$ cat src/rtl/gray_bin_serial_ctrl.sv
// Frame sequencer for the serial Gray->binary datapath.
// Loads one Gray word per handshake into the PISO, waits out the pipeline, returns the SIPO word.
//
// Ports:
//   clk        rising-edge clock shared with the datapath
//   rst_n      synchronous active-low reset
//   in_valid   requester offers a Gray word on in_data
//   in_ready   controller accepts in_data this cycle (IDLE only)
//   in_data    Gray-coded word, MSB first on the serial line
//   dp_shift   datapath control: 0 = parallel load, 1 = shift
//   dp_inp     datapath parallel input (held word)
//   dp_out     datapath SIPO output
//   out_valid  out_data holds a converted binary word
//   out_ready  consumer takes out_data
//   out_data   captured dp_out
//   busy       high in any state other than IDLE
module gray_bin_serial_ctrl #(
    parameter int WIDTH      = 5,
    parameter int DP_LAT     = 6,
    parameter int LOAD_PHASE = 0,
    parameter int FLUSH_CYC  = 11
) (
    input  logic             clk,
    input  logic             rst_n,
    input  logic             in_valid,
    output logic             in_ready,
    input  logic [WIDTH-1:0] in_data,
    output logic             dp_shift,
    output logic [WIDTH-1:0] dp_inp,
    input  logic [WIDTH-1:0] dp_out,
    output logic             out_valid,
    input  logic             out_ready,
    output logic [WIDTH-1:0] out_data,
    output logic             busy
);

    localparam int PW = (WIDTH > 1) ? $clog2(WIDTH) : 1;
    localparam int LW = $clog2(DP_LAT + 1);
    localparam int FW = $clog2(FLUSH_CYC + 1);

    localparam logic [PW-1:0] PH_LAST    = PW'(WIDTH - 1);
    // LOAD must occupy the cycle whose phase is LOAD_PHASE, so the
    // decision to enter LOAD is taken one phase earlier.
    localparam logic [PW-1:0] PH_PRE     = PW'((LOAD_PHASE + WIDTH - 1) % WIDTH);
    localparam logic [LW-1:0] LAT_LAST   = LW'(DP_LAT);
    localparam logic [FW-1:0] FLUSH_LAST = FW'(FLUSH_CYC - 1);

    typedef enum logic [2:0] {
        S_FLUSH,
        S_IDLE,
        S_WAITP,
        S_LOAD,
        S_DRAIN,
        S_CAPT,
        S_DONE
    } state_t;

    state_t            state_q,     state_d;
    logic [PW-1:0]     phase_q,     phase_d;
    logic [FW-1:0]     flush_cnt_q, flush_cnt_d;
    logic [LW-1:0]     lat_cnt_q,   lat_cnt_d;
    logic [WIDTH-1:0]  hold_q,      hold_d;
    logic [WIDTH-1:0]  out_data_q,  out_data_d;
    logic              out_valid_q, out_valid_d;

    // Free-running phase, aligned with the datapath FSM period.
    always_comb begin
        phase_d = phase_q + 1'b1;
        if (phase_q == PH_LAST) begin
            phase_d = '0;
        end
    end

    always_comb begin
        state_d     = state_q;
        flush_cnt_d = flush_cnt_q;
        lat_cnt_d   = lat_cnt_q;
        hold_d      = hold_q;
        out_data_d  = out_data_q;
        out_valid_d = out_valid_q;

        unique case (state_q)
            S_FLUSH: begin
                // Shift the datapath empty before accepting any frame.
                if (flush_cnt_q == FLUSH_LAST) begin
                    state_d = S_IDLE;
                end else begin
                    flush_cnt_d = flush_cnt_q + 1'b1;
                end
            end
            S_IDLE: begin
                if (in_valid) begin
                    hold_d = in_data;
                    if (phase_q == PH_PRE) begin
                        state_d = S_LOAD;
                    end else begin
                        state_d = S_WAITP;
                    end
                end
            end
            S_WAITP: begin
                if (phase_q == PH_PRE) begin
                    state_d = S_LOAD;
                end
            end
            S_LOAD: begin
                lat_cnt_d = LW'(1);
                state_d   = S_DRAIN;
            end
            S_DRAIN: begin
                if (lat_cnt_q == LAT_LAST) begin
                    state_d = S_CAPT;
                end else begin
                    lat_cnt_d = lat_cnt_q + 1'b1;
                end
            end
            S_CAPT: begin
                // dp_out holds the complete word during this cycle only.
                out_data_d  = dp_out;
                out_valid_d = 1'b1;
                state_d     = S_DONE;
            end
            S_DONE: begin
                if (out_ready) begin
                    out_valid_d = 1'b0;
                    state_d     = S_IDLE;
                end
            end
            default: begin
                state_d = S_FLUSH;
            end
        endcase
    end

    always_ff @(posedge clk) begin
        if (!rst_n) begin
            state_q     <= S_FLUSH;
            phase_q     <= '0;
            flush_cnt_q <= '0;
            lat_cnt_q   <= '0;
            hold_q      <= '0;
            out_data_q  <= '0;
            out_valid_q <= 1'b0;
        end else begin
            state_q     <= state_d;
            phase_q     <= phase_d;
            flush_cnt_q <= flush_cnt_d;
            lat_cnt_q   <= lat_cnt_d;
            hold_q      <= hold_d;
            out_data_q  <= out_data_d;
            out_valid_q <= out_valid_d;
        end
    end

    // All handshake outputs decode from registered state only.
    assign in_ready  = (state_q == S_IDLE);
    assign busy      = (state_q != S_IDLE);
    assign dp_shift  = (state_q != S_LOAD);
    assign dp_inp    = hold_q;
    assign out_valid = out_valid_q;
    assign out_data  = out_data_q;

endmodule
$ cat config.mk
export PLATFORM = sky130hd
export DESIGN_NAME = gray_bin_serial_ctrl
export DESIGN_NICKNAME = d
export VERILOG_FILES = /design/src/rtl/gray_bin_serial_ctrl.sv
export SDC_FILE = /design/constraint.sdc
export NUM_CORES = 1
export LEC_CHECK = 0
export ABC_AREA = 1
export ABC_CLOCK_PERIOD_IN_PS = 1900
export CORE_AREA = 2 2 54 56
export CTS_CLUSTER_DIAMETER = 120
export DETAILED_ROUTE_END_ITERATION = 8
export DIE_AREA = 0 0 56 58
export HOLD_SLACK_MARGIN = 0.02
export PLACE_DENSITY = 0.82
export SLEW_MARGIN = 20
export SYNTH_ARGS = -nofsm -noshare
export SYNTH_HDL_FRONTEND = slang
export SYNTH_SLANG_ARGS = --single-unit
$ cat constraint.sdc
create_clock -name clk -period 1.9 [get_ports clk]
set_input_delay 0.38 -clock clk [delete_from_list [all_inputs] [get_ports clk]]
set_output_delay 0.38 -clock clk [all_outputs]
set_load 0.02 [all_outputs]
==> metrics.cfg <==
[outcome]
status=completed

[place]
portBuffers=27
placed_cells=214
dp_hpwl_um=1611
place_area_um2=1479
place_congestion=0.8323

[power]
switching_power_w=0.0001928
p_int_w=0.0006748
p_clk_share_pct=30.9
pwr-share-seq_pct=60.6
p_sw_share_pct=22.22
leakagePower_nw=0.6277
p_per_area_nw_per_um2=573.0
peakVddDrop_v=0.0004856
pwr-share-comb_pct=8.5

[synthesis]
seq_area_frac_synth_pct=41.33
synth_top_area_share_pct=41.33
syn-cell-area_um2=1162
yosysUniqueCellTypes=23
synth.area.top_cells=dfxtp_1 41%, nand2_1 9.0%, a21oi_1 7.3%
synth_top_area_cell=dfxtp_1
ys_seq_elements=24
netlist_instances=155
synth_fp_nets=175
yosysWarningCount=0
syn_avg_cell_area_um2=7.499

[routing]
wl_met3_um=100
highest_layer=met4
wl_um=2091
drt-wirelength-per-cell_um=9.592
drc=0
first_pass_iters=4
first_iter_violations=14
ant_nets=0
vias_per_cell=4.798
wl_met1_um=986
via_count=1046
wl_met2_um=974

[global_route]
grt.total_usage_pct=13.99
antenna_found_initial=0
grt_max_degree=14
first_global_vias=926
grt_remaining_overflow=0
grt_pass1_wl_um=3670

[clock_tree]
cts_inserted_buffers=3
cts_resized=5
cts_sinks=24
cts_hold_buffers=0
htreeDepth=1
clk_pin_slew_ps=130
cts.path.max_buffers=2
cts_root_buffer=clkbuf_4
insertion_delay_ps=310
cts_tree=yes
cts_setup_buffers=0

[sta]
tightestPinTransition_ps=425.1
post-route-min-period_ps=1709
hold_violations=0
setup_viol=0
final.setup.tns_ps=0
rsz0062_at_grt=no
slew_headroom_pct=71.58
fin_crit_sh_pct=89.94
clock.fmax_mhz=585.2
clock_skew_ps=7.211
slew_violations=0

[floorplanning]
die_y_um=58
rows=19
start_util_pct=43.66
ios=28
die_x_um=56
core_region_area_um2=2663
die-area_um2=3248

[finish]
finalNonFillerCells=218
syn2layout_area_growth_pct=30.25
final_cell_area_um2=1514
drive_above_1_share_pct=13.90
fill_cells=252
diodes=0
finish.utilization_pct=56.86
layout.nets=208

[run]
maxCapViolCount=0

[critical_path]
crit_path_max_fanout=7
cp-end-kind=primary output
start_kind=flop
required_ps=1520
crit_type=flop to primary output
worst_ep_arrival_time_ps=1330

[min_path]
hp-class=flop to flop

[cell families (layout without fill, tap and decap cells)]
logic type / after synthesis / count (layout) / synth area share [%]
AND/OR/NAND/NOR: 66 / 66 / 27.99
flip-flops: 24 / 24 / 41.33
XOR/XNOR: 1 / 1 / 0.7536
AO/OA/AOI/OAI: 29 / 29 / 12.81
adder cells (fa/ha/maj): 6 / 6 / 6.458
buffers and inverters: 29 / 61 / 10.66
[synthesized netlist by cell type]
cell type and instances:
nand3_2 2, xnor2_1 1, clkbuf_1 1, or2_0 1, nand2_2 2, ha_1 6
nor2_4 3, nand2_4 1, nor2_1 10, clkinv_1 1, nand3_1 14, buf_4 2
buf_6 1, nand2_1 28, nor3_1 2, a21oi_2 1, nor2_2 3, a21oi_1 17
inv_2 3, dfxtp_1 24, o21ai_1 2, inv_1 21, o21ai_0 9
[layout make-up]
class	count	area, µm²	area share, %
Multi-Input combinational cell	102	558.0	36.86
Timing Repair Buffer	32	304.0	20.08
Sequential cell	24	483.0	31.90
Clock buffer	4	36.28	2.397
Inverter	25	93.84	6.198
Tap cell	31	38.79	2.562
[flip-flops by register name (all words and copies together), names as in the netlist]
signal,count
flush_cnt_q,4
lat_cnt_q,3
state_q,3
phase_q,3
dp_inp,5
out_valid,1
out_data,5
[power groups by stage]
stage,Sequential [W],Clock (W),Combinational (W)
2_1_floorplan,0.000535,0,0.0000347
3_3_place_gp,0.000536,0,0.0000729
3_5_place_dp,0.000537,0,0.0000745
4_1_cts,0.000526,0.000276,0.0000745
5_1_grt,0.000527,0.000298,0.0000842
6_report,0.000526,0.000268,0.0000738
[through the flow]
step	power, W	setup slack, ps	hold slack [ps]
after CTS	0.0008764	177.4	455.8
final	0.0008675	191.1	451.0
after global placement	0.0006091	229.1	432.3
after global routing	0.0009098	104.8	481.9
after floorplan	0.0005693	494.9	417.3
after detailed placement	0.0006112	187.3	436.9
[routing by layer]
layer  GRT usage (%)  vias up
met1           17.88      464
met5               0        -
met3           2.232        4
met2           23.19       22
li1                -      556
met4           6.803        0
[path summary, 6_finish.rpt]
path,start,to,slack (ps),depth (start not counted)
setup / recovery,state_q[1],busy,190,5
hold / removal,out_data[0],out_data[0],450,2
setup reg to reg,flush_cnt_q[0],state_q[2],520,8
hold reg to reg,out_data[0],out_data[0],450,2
[worst max-delay path: stages (launching register included)]
cell and delay [ps]:
dfxtp_2 380, inv_1 80, nand2_1 80, nor2_2 120
inv_1 40, dlygate4sd2_1 310
[layout by cell type, fill, tap and decap left out, types with 5 or more instances in the layout]
cell             Yosys  routed
clkdlybuf4s50_1      0      24
dfxtp_1             24      22
o21ai_0              9       9
inv_1               21      21
nand3_1             14      14
ha_1                 6       6
nor2_1              10      10
buf_4                2       5
a21oi_1             17      17
nand2_1             28      28
(Power assumes the default switching activity.)
